$ cat config.mk
export PLATFORM = sky130hd
export DESIGN_NAME = core_seq_ctrl
export DESIGN_NICKNAME = d
export VERILOG_FILES = /design/src/rtl/core_seq_ctrl_pkg.sv /design/src/rtl/core_seq_ctrl_watchdog.sv /design/src/rtl/core_seq_ctrl.sv
export SDC_FILE = /design/constraint.sdc
export NUM_CORES = 1
export LEC_CHECK = 0
export CAP_MARGIN = 20
export CORE_MARGIN = 3
export CORE_UTILIZATION = 45
export DETAILED_ROUTE_END_ITERATION = 12
export PLACE_DENSITY = 0.86
export SLEW_MARGIN = 0
export SYNTH_ARGS = -nofsm -noshare
export SYNTH_HDL_FRONTEND = slang
export SYNTH_HIERARCHICAL = 1
export SYNTH_SLANG_ARGS = --single-unit
export TNS_END_PERCENT = 30
$ cat constraint.sdc
create_clock -name i_clk -period 2.15 [get_ports i_clk]
set_input_delay 0.43 -clock i_clk [delete_from_list [all_inputs] [get_ports i_clk]]
set_output_delay 0.43 -clock i_clk [all_outputs]
set_load 0.01 [all_outputs]
$ cat src/rtl/core_seq_ctrl_pkg.sv
// Shared encodings for the RV32E multi-cycle sequencer: FSM states, error codes
// and the execute-op codes the decoder hands over.
package core_seq_ctrl_pkg;

  localparam int CTRL_STATE_WIDTH = 3;

  typedef enum logic [CTRL_STATE_WIDTH-1:0] {
    CTRL_RESET  = 3'd0,
    CTRL_FETCH  = 3'd1,
    CTRL_DECODE = 3'd2,
    CTRL_EXEC   = 3'd3,
    CTRL_MEM    = 3'd4,
    CTRL_WB     = 3'd5,
    CTRL_HALT   = 3'd6
  } ctrl_state_e;

  localparam logic [1:0] ERR_NONE      = 2'd0;
  localparam logic [1:0] ERR_FETCH_TMO = 2'd1;
  localparam logic [1:0] ERR_LSU_TMO   = 2'd2;
  localparam logic [1:0] ERR_EXU       = 2'd3;

  localparam int EXU_OPT_WIDTH = 5;

  localparam logic [EXU_OPT_WIDTH-1:0] EXU_ADD    = 5'd0;
  localparam logic [EXU_OPT_WIDTH-1:0] EXU_SUB    = 5'd1;
  localparam logic [EXU_OPT_WIDTH-1:0] EXU_AND    = 5'd2;
  localparam logic [EXU_OPT_WIDTH-1:0] EXU_OR     = 5'd3;
  localparam logic [EXU_OPT_WIDTH-1:0] EXU_XOR    = 5'd4;
  localparam logic [EXU_OPT_WIDTH-1:0] EXU_SLL    = 5'd5;
  localparam logic [EXU_OPT_WIDTH-1:0] EXU_SRL    = 5'd6;
  localparam logic [EXU_OPT_WIDTH-1:0] EXU_SRA    = 5'd7;
  localparam logic [EXU_OPT_WIDTH-1:0] EXU_SLT    = 5'd8;
  localparam logic [EXU_OPT_WIDTH-1:0] EXU_SLTU   = 5'd9;
  localparam logic [EXU_OPT_WIDTH-1:0] EXU_MUL    = 5'd16;
  localparam logic [EXU_OPT_WIDTH-1:0] EXU_MULH   = 5'd17;
  localparam logic [EXU_OPT_WIDTH-1:0] EXU_MULHSU = 5'd18;
  localparam logic [EXU_OPT_WIDTH-1:0] EXU_MULHU  = 5'd19;
  localparam logic [EXU_OPT_WIDTH-1:0] EXU_DIV    = 5'd20;
  localparam logic [EXU_OPT_WIDTH-1:0] EXU_DIVU   = 5'd21;
  localparam logic [EXU_OPT_WIDTH-1:0] EXU_REM    = 5'd22;
  localparam logic [EXU_OPT_WIDTH-1:0] EXU_REMU   = 5'd23;

  // True for ops that must go through the multi-cycle mul/div unit.
  function automatic logic is_mext_op(input logic [EXU_OPT_WIDTH-1:0] op);
    return (op == EXU_MUL)  || (op == EXU_MULH) || (op == EXU_MULHSU) ||
           (op == EXU_MULHU)|| (op == EXU_DIV)  || (op == EXU_DIVU)   ||
           (op == EXU_REM)  || (op == EXU_REMU);
  endfunction

endpackage

$ cat src/rtl/core_seq_ctrl_watchdog.sv
// Saturating wait-cycle counter: clear wins over enable, expired flags the limit.
module seq_watchdog #(
  parameter int          W   = 8,
  parameter int unsigned MAX = 255
) (
  input  logic i_clk,
  input  logic i_rst,
  input  logic i_clr,
  input  logic i_en,
  output logic o_expired
);

  logic [W-1:0] r_cnt;
  logic         w_at_max;

  assign w_at_max  = (r_cnt == W'(MAX));
  assign o_expired = w_at_max;

  always_ff @(posedge i_clk or negedge i_rst) begin
    if (!i_rst) begin
      r_cnt <= '0;
    end else if (i_clr) begin
      r_cnt <= '0;
    end else if (i_en && !w_at_max) begin
      r_cnt <= r_cnt + W'(1);
    end
  end

endmodule

$ cat src/rtl/core_seq_ctrl.sv
// Multi-cycle FETCH/DECODE/EXEC/MEM/WB sequencer with bus watchdog, halt and
// cycle/retired-instruction counters. Handshake: a request is held until its ack.
module core_seq_ctrl
  import core_seq_ctrl_pkg::*;
#(
  parameter int          CNT_W   = 32,
  parameter int          TMO_W   = 8,
  parameter int unsigned TMO_MAX = 255
) (
  input  logic                     i_clk,
  input  logic                     i_rst,
  output logic                     o_ifu_req,
  input  logic                     i_ifu_ack,
  output logic                     o_ir_wren,
  input  logic [EXU_OPT_WIDTH-1:0] i_idu_exop,
  input  logic                     i_idu_lden,
  input  logic                     i_idu_sten,
  input  logic                     i_idu_rd_wren,
  input  logic                     i_idu_illegal,
  input  logic                     i_halt,
  output logic                     o_exu_start,
  input  logic                     i_exu_done,
  output logic                     o_lsu_req,
  output logic                     o_lsu_we,
  input  logic                     i_lsu_ack,
  output logic                     o_reg_wren,
  output logic                     o_pc_wren,
  output logic [2:0]               o_state,
  output logic                     o_halted,
  output logic [1:0]               o_err,
  output logic [CNT_W-1:0]         o_cycle_cnt,
  output logic [CNT_W-1:0]         o_instret
);

  ctrl_state_e      r_state;
  ctrl_state_e      w_next;
  logic [1:0]       r_err;
  logic [1:0]       w_err_next;
  logic [CNT_W-1:0] r_cycle_cnt;
  logic [CNT_W-1:0] r_instret;
  logic             w_tmo;
  logic             w_wd_en;
  logic             w_ifu_req;
  logic             w_ir_wren;
  logic             w_exu_start;
  logic             w_lsu_req;
  logic             w_lsu_we;
  logic             w_reg_wren;
  logic             w_pc_wren;

  assign w_wd_en = (r_state == CTRL_FETCH) || (r_state == CTRL_EXEC) ||
                   (r_state == CTRL_MEM);

  seq_watchdog #(
    .W   (TMO_W),
    .MAX (TMO_MAX)
  ) u_watchdog (
    .i_clk     (i_clk),
    .i_rst     (i_rst),
    .i_clr     (w_next != r_state),
    .i_en      (w_wd_en),
    .o_expired (w_tmo)
  );

  always_ff @(posedge i_clk or negedge i_rst) begin
    if (!i_rst) begin
      r_state <= CTRL_RESET;
      r_err   <= ERR_NONE;
    end else begin
      r_state <= w_next;
      r_err   <= w_err_next;
    end
  end

  // An ack on the final allowed wait cycle wins over the timeout.
  always_comb begin
    w_next      = r_state;
    w_err_next  = r_err;
    w_ifu_req   = 1'b0;
    w_ir_wren   = 1'b0;
    w_exu_start = 1'b0;
    w_lsu_req   = 1'b0;
    w_lsu_we    = 1'b0;
    w_reg_wren  = 1'b0;
    w_pc_wren   = 1'b0;
    case (r_state)
      CTRL_RESET: w_next = CTRL_FETCH;
      CTRL_FETCH: begin
        w_ifu_req = 1'b1;
        if (i_ifu_ack) begin
          w_ir_wren = 1'b1;
          w_next    = CTRL_DECODE;
        end else if (w_tmo) begin
          w_err_next = ERR_FETCH_TMO;
          w_next     = CTRL_HALT;
        end
      end
      CTRL_DECODE: begin
        if (i_idu_illegal) begin
          w_err_next = ERR_EXU;
          w_next     = CTRL_HALT;
        end else if (i_halt) begin
          w_next = CTRL_HALT;
        end else if (is_mext_op(i_idu_exop)) begin
          w_exu_start = 1'b1;
          w_next      = CTRL_EXEC;
        end else if (i_idu_lden || i_idu_sten) begin
          w_next = CTRL_MEM;
        end else begin
          w_next = CTRL_WB;
        end
      end
      CTRL_EXEC: begin
        if (i_exu_done) begin
          w_next = CTRL_WB;
        end else if (w_tmo) begin
          w_err_next = ERR_EXU;
          w_next     = CTRL_HALT;
        end
      end
      CTRL_MEM: begin
        w_lsu_req = 1'b1;
        w_lsu_we  = i_idu_sten;
        if (i_lsu_ack) begin
          w_next = CTRL_WB;
        end else if (w_tmo) begin
          w_err_next = ERR_LSU_TMO;
          w_next     = CTRL_HALT;
        end
      end
      CTRL_WB: begin
        w_reg_wren = i_idu_rd_wren & ~i_idu_sten;
        w_pc_wren  = 1'b1;
        w_next     = CTRL_FETCH;
      end
      CTRL_HALT: w_next = CTRL_HALT;
      default:   w_next = CTRL_RESET;
    endcase
  end

  always_ff @(posedge i_clk or negedge i_rst) begin
    if (!i_rst) begin
      r_cycle_cnt <= '0;
      r_instret   <= '0;
    end else begin
      if ((r_state != CTRL_RESET) && (r_state != CTRL_HALT)) begin
        r_cycle_cnt <= r_cycle_cnt + CNT_W'(1);
      end
      if (r_state == CTRL_WB) begin
        r_instret <= r_instret + CNT_W'(1);
      end
    end
  end

  assign o_ifu_req   = w_ifu_req;
  assign o_ir_wren   = w_ir_wren;
  assign o_exu_start = w_exu_start;
  assign o_lsu_req   = w_lsu_req;
  assign o_lsu_we    = w_lsu_we;
  assign o_reg_wren  = w_reg_wren;
  assign o_pc_wren   = w_pc_wren;
  assign o_state     = r_state;
  assign o_halted    = (r_state == CTRL_HALT);
  assign o_err       = r_err;
  assign o_cycle_cnt = r_cycle_cnt;
  assign o_instret   = r_instret;

endmodule

==> results.cfg <==
[die]
initial_utilization = 0.478
die_height_um = 98.0
coreArea_um2 = 7970
floorplan.rows = 32
chipWidth_um = 98.0
dieArea_um2 = 9610
io-pin-count = 92

[yosys]
synthCells = 353
mappedNetlistArea_um2 = 3810
synthDominantAreaCellType = sky130_fd_sc_hd__dfrtp_1
yosysWarningCount = 6
synth_edf_count = 0
synthesis.area_per_instance_um2 = 10.8
synth_flop_cell = sky130_fd_sc_hd__dfrtp_1
yosys-top-cells-area = sky130_fd_sc_hd__dfrtp_1, sky130_fd_sc_hd__xnor2_1, sky130_fd_sc_hd__nand2_1
synth.lib_cells_used.distinct = 56
synth_top_area_share = 0.506
syn-num-nets = 371
yosysSeqAreaShare = 0.506
synth_seq_cells = 77
synthArstFlopShare = 1.00

[global_routing]
groute.usage.overall = 0.195
grt.busiest_layer = met2
grt_use_met3 = 0.0393
pin_count_of_the_biggest_net_entering_global_routing = 43
grt.met1_usage = 0.238
vias_in_the_first_global_route = 3318
grt_overflow_total = 0
groute.layer.met2.usage = 0.342
grt_pass1_wl_um = 15400
initial_antenna_violation_count = 0

[routing]
routed_via_density = 5.44
via_count = 3196
routedWlPerCell_um = 15.7
postRouteWirelength_um = 9190
detailedRoute.firstPassIterationCount = 4
drc_errors_left = 0
first_iter_violations = 150
ant_nets = 0

[clock_network]
clock-root-buffer = sky130_fd_sc_hd__clkbuf_8
cts-buffers-inserted = 9
cts.hold.buffers_added = 0
cts_max_path_buffers = 2
clk_pin_slew_worst_paths_ns = 0.09
tritoncts_clock_tree = done
clock_latency_ns = 0.35
clock_sink_count = 77
htree_levels = 3

[sta]
clock-skew-final_ns = 0.0149
relSlewSlack = 0.693
max_freq_mhz = 486
setup-tns-final_ns = 0
unrepaired_setup_endpoints_after_global_routing = true
share_of_the_cycle_needed_by_the_critical_path_after_routing = 0.957
finalMaxSlewViolations = 0
timing.final.setup_violations = 0
fin_crit_ns = 2.06
hold_slack_ns = 0.00952
fin_hold_viols = 0
timing_worst_slew_pin_value_ns = 0.461
timing.final.ws_setup_ns = 0.0929

[critical_path]
critical_path.max_fanout = 9
crit_path_start = o_state[2]$_DFF_PN0_
worst_r2r_start = u_watchdog/r_cnt[0]$_DFFE_PN0P_
worst_path_arrival_time_ns = 1.63
worst-endpoint-required_ns = 1.72
critPathCaptureType = output pin
cp-start-kind = flop
crit_type = reg2out

[layout]
antenna_cells = 0
finish.utilization = 0.666
post_route_cells_drive_above_1_share = 0.179
design.final.nets = 498
flow.area_growth_from_synthesis_pct = 39.3

[placed_design]
pre_cts_ws_ns = -0.386
io_buffers = 88
hpwlAfterDp_um = 6840
gp_congestion = 0.846

[pwr]
p_per_cell_area_nw_per_um2 = 862
worst_ir_drop_vdd_mv = 0.521
leakage_nw = 2.33
design_power_total_mw = 4.58

[job]
drv.max_cap_violation_count = 0

[run_status]
status = finished, final reports clean

[worst_hold_path]
min-delay-path-class = in2async
## critical path, cell delays in order, from the launching register on
cell	delay (ns)
sky130_fd_sc_hd__dfrtp_1	0.40
sky130_fd_sc_hd__buf_4	0.18
sky130_fd_sc_hd__inv_1	0.08
sky130_fd_sc_hd__nand2_1	0.08
sky130_fd_sc_hd__nor2_2	0.13
sky130_fd_sc_hd__and2_1	0.14
sky130_fd_sc_hd__dlygate4sd2_1	0.27
## metrics by stage
stage	cell area, µm²	cells
2_1_floorplan	3810	353
3_3_place_gp	5030	569
3_5_place_dp	5030	569
4_1_cts	5260	585
5_1_grt	5310	587
6_report	5310	587
## logic make-up (layout without fill, tap and decap cells)
group / count (synthesis) / after routing / synth area share
flops: 77 / 77 / 0.506
simple gates: 158 / 158 / 0.242
buf+inv: 13 / 145 / 0.0151
compound gates: 34 / 34 / 0.0657
fa+ha+maj: 3 / 3 / 0.00985
mux: 5 / 5 / 0.0154
xor+xnor: 63 / 63 / 0.147
## report_power, final
part	switching (mW)	internal [mW]	leakage [nW]
clock	0.566	0.578	0.104
sequential	0.194	1.61	1.04
combinational	0.788	0.840	1.18
## cells in the mapped netlist, drive strengths merged (6+ instances only)
library cell / count
and3: 6
and4: 6
xnor2: 50
nand3: 27
xor2: 13
inv: 9
nor3: 10
nand4: 17
dfrtp: 77
nor2: 22
o21ai: 6
nand2: 40
a211oi: 6
## layout make-up
class,instances,area [µm²]
clock buffer,10,138
clock inverter,6,71.3
fill,591,2660
inverter,9,33.8
multi-input combinational,263,1890
sequential,77,1930
tap,102,128
timing repair buffer,120,1120
## sequential cells by signal, summed over array words and instances (netlist names)
register / count
o_instret: 32
u_watchdog/r_cnt: 8
o_cycle_cnt: 32
o_state: 3
o_err: 2
## cell usage in the layout (no fill, tap or decap), drive strengths merged, types with 6 or more instances in the layout
master	Yosys	layout
nor3	10	10
o21ai	6	6
dfrtp	77	77
and3	6	6
dlygate4sd2	0	6
and4	6	6
clkdlybuf4s50	0	79
xor2	13	13
nor2	22	22
xnor2	50	50
buf	3	33
a211oi	6	6
clkbuf	1	11
nand4	17	17
nand3	27	27
inv	9	10
nand2	40	40
## final timing paths
path / depth (start not counted) / slack [ns] / end
min in group i_clk: 1 / 0.48 / o_instret[31]$_DFFE_PN0P_
setup / recovery: 6 / 0.09 / o_ir_wren
max in group asynchronous: 2 / 1.53 / o_cycle_cnt[28]$_DFFE_PN0P_
hold / removal: 1 / 0.01 / o_instret[26]$_DFFE_PN0P_
hold reg to reg: 1 / 0.48 / o_instret[31]$_DFFE_PN0P_
setup reg to reg: 9 / 0.11 / o_err[0]$_DFFE_PN0P_
## routing by layer
| metal | wire length [µm] | vias to the layer above |
|---|---|---|
| met3 | 427 | 11 |
| li1 | - | 1497 |
| met2 | 4750 | 103 |
| met1 | 3890 | 1585 |
| met5 | 0 | - |
| met4 | 128 | 0 |
## timing repair
action	4_1_cts	5_1_grt
resized for setup	16	13
endpoints found under the setup margin	16	13
setup buffers	0	2
pin swaps	1	4
No activity file was read; power rests on OpenSTA's default activity.
==> RTL edit, RTL diff (same flow settings) <==
Reset style: synchronous (`i_rst`), changed in 3 clocked blocks.
--- a/src/rtl/core_seq_ctrl_watchdog.sv
+++ b/src/rtl/core_seq_ctrl_watchdog.sv
@@ -16,7 +16,7 @@
   assign w_at_max  = (r_cnt == W'(MAX));
   assign o_expired = w_at_max;
 
-  always_ff @(posedge i_clk or negedge i_rst) begin
+  always_ff @(posedge i_clk) begin
     if (!i_rst) begin
       r_cnt <= '0;
     end else if (i_clr) begin
--- a/src/rtl/core_seq_ctrl.sv
+++ b/src/rtl/core_seq_ctrl.sv
@@ -62,7 +62,7 @@
     .o_expired (w_tmo)
   );
 
-  always_ff @(posedge i_clk or negedge i_rst) begin
+  always_ff @(posedge i_clk) begin
     if (!i_rst) begin
       r_state <= CTRL_RESET;
       r_err   <= ERR_NONE;
@@ -138,7 +138,7 @@
     endcase
   end
 
-  always_ff @(posedge i_clk or negedge i_rst) begin
+  always_ff @(posedge i_clk) begin
     if (!i_rst) begin
       r_cycle_cnt <= '0;
       r_instret   <= '0;
Behaviour: differs if i_rst is asserted again (counterexample within 4 cycles, from zero or initial values and one cycle with i_rst low); with i_rst held inactive, the same outputs for 10 cycles.
==> RTL edit against the original RTL <==
  * Die area increased by 3.2%
  * Sequential cell count is the same
  * Register-to-register slack improved by 0.02 ns
  * Area after synthesis is 3.4% higher
  * Non-clock buffer count shrank 5
  * Worst setup slack got worse by 0.029 ns
  * Final area is 0.45% higher
  * Wire length increased by 1.9%
  * Critical path type unchanged
Power is not compared: it rests on default switching activity, and its combinational part moved more than twofold at a synthesized area within 25%.
==> RTL edit: results (changes against the original RTL) <==
.. list-table::
   :header-rows: 1

   * - Metric
     - Value
   * - Sequential share of the synthesized area
     - 0.391 (was 0.506)
   * - Share of the synthesized area in compound gates (AO/OA/AOI/OAI)
     - 0.0898 (was 0.0657)
   * - Number of cells upsized or downsized after cts
     - 17 (was 16)
   * - HPWL after detailed placement
     - 6.76 mm (was 6.84 mm)
   * - Worst path slowest cell
     - sky130_fd_sc_hd__or3b_2 (was sky130_fd_sc_hd__dfrtp_1)
   * - Via-per-instance ratio
     - 5.42 (was 5.44)
   * - Main area contributors after synthesis
     - sky130_fd_sc_hd__dfxtp_1, sky130_fd_sc_hd__and2_1, sky130_fd_sc_hd__xnor2_1 (was sky130_fd_sc_hd__dfrtp_1, sky130_fd_sc_hd__xnor2_1, sky130_fd_sc_hd__nand2_1)
   * - Share of final-layout standard cells stronger than drive strength 1
     - 0.126 (was 0.179)
   * - Result of the run
     - completed (unchanged)
   * - Data arrival, critical path
     - 1.66 ns (was 1.63 ns)
   * - Mapped Cells
     - 444 (was 353)
   * - Most frequent cells after synthesis
     - sky130_fd_sc_hd__dfxtp_1, sky130_fd_sc_hd__and2_1, sky130_fd_sc_hd__nand2_1 (was sky130_fd_sc_hd__dfrtp_1, sky130_fd_sc_hd__xnor2_1, sky130_fd_sc_hd__nand2_1)
   * - Met3 Use GR
     - 0.0400 (was 0.0393)
   * - Net total in the final layout
     - 571 (was 498)
   * - Min-Delay Path Class
     - reg -> reg (was in -> async)
   * - Placed standard-cell area
     - 5060 µm² (was 5030 µm²)
   * - Crit path max fanout
     - 3 (was 9)
   * - Primary FF master, synth
     - sky130_fd_sc_hd__dfxtp_1 (was sky130_fd_sc_hd__dfrtp_1)
   * - Post-synthesis async set-or-reset flop share
     - 0 (was 1.00)
   * - Cell count after placement
     - 645 (was 569)
   * - Headroom to the max-slew limit
     - 0.687 (was 0.693)
   * - Buffers inserted during post-CTS setup optimization
     - 2 (was 0)
   * - Adder and majority gate portion of the synthesized area
     - 0.00952 (was 0.00985)
   * - Wire length of the first global-routing pass
     - 15.9 mm (was 15.4 mm)
   * - Router iterations before antenna repair
     - 5 (was 4)
   * - Number of distinct standard cells referenced by the synthesized netlist
     - 50 (was 56)
   * - Via count of the first global-routing pass
     - 3454 (was 3318)
   * - Tot GR Track Use
     - 0.192 (was 0.195)
   * - Synthesized netlist net count
     - 462 (was 371)
   * - Fraction of synthesized area in multiplexers
     - 0.0178 (was 0.0154)
   * - Fraction of synthesized cell area in xor and xnor cells
     - 0.124 (was 0.147)
   * - Pin count of the biggest net entering global routing
     - 45 (was 43)
   * - Maximum cell stage delay along the critical path
     - 0.51 ns (was 0.40 ns)
   * - GRT met1 Usage
     - 0.235 (was 0.238)
   * - Number of antenna cells inserted
     - 0 (unchanged)
   * - Clock tree skew after final layout
     - 0.0101 ns (was 0.0149 ns)
   * - Vias after detailed routing
     - 3591 (was 3196)
-- RTL edit: cell types whose count changed after synthesis, sizes merged, moves of 11 or more --
cell   unedited run  this run
xor2             13        24
dfxtp             0        77
nand4            17        28
xnor2            50        31
and2              5        59
dfrtp            77         0
nor2             22        10
-- RTL edit: layout make-up --
class                   count  area, µm²
repair buffers            115       1070
well taps                 105        131
clock inverters             6       65.1
flip-flops and latches     77       1540
multi-input cells         339       2350
fillers                   722       3010
clock buffers               9        124
inverters                  11       41.3
-- RTL edit: cells by family (layout without fill, tap and decap cells) --
group	after synthesis	count (layout)
AO/OA/AOI/OAI	48	48
XOR/XNOR	55	55
adder cells (fa/ha/maj)	3	3
buffers and inverters	28	141
flip-flops	77	77
multiplexers	7	7
AND/OR/NAND/NOR	226	226
-- RTL edit: worst max-delay path, delay by kind of cell (launching register included) --
family | cells | cell delay (ns)
and+or+nand+nor | 2 | 0.62
buffers and inverters | 2 | 0.36
DFF | 1 | 0.35
-- RTL edit: routing by layer --
metal | vias to the layer above | share of wire
met4 | 0 | 0.014
met3 | 16 | 0.046
met2 | 92 | 0.49
met5 | - | 0
met1 | 1705 | 0.45
li1 | 1778 | -
-- RTL edit: where the power goes --
part,total (mW),internal (mW),switching (mW)
Combinational,0.361,0.178,0.183
Sequential,1.47,1.45,0.0223
Clock,1.07,0.530,0.536
Total,2.90,2.16,0.741
-- RTL edit: path summary, 6_finish.rpt --
| path | end | slack (ns) | depth (start not counted) |
|---|---|---|---|
| max | o_lsu_we | 0.06 | 4 |
| min | u_watchdog/r_cnt[1]$_SDFFE_PP0P_ | 0.49 | 2 |
| max reg2reg | u_watchdog/r_cnt[3]$_SDFFE_PP0P_ | 0.13 | 8 |
| min reg2reg | u_watchdog/r_cnt[1]$_SDFFE_PP0P_ | 0.49 | 2 |
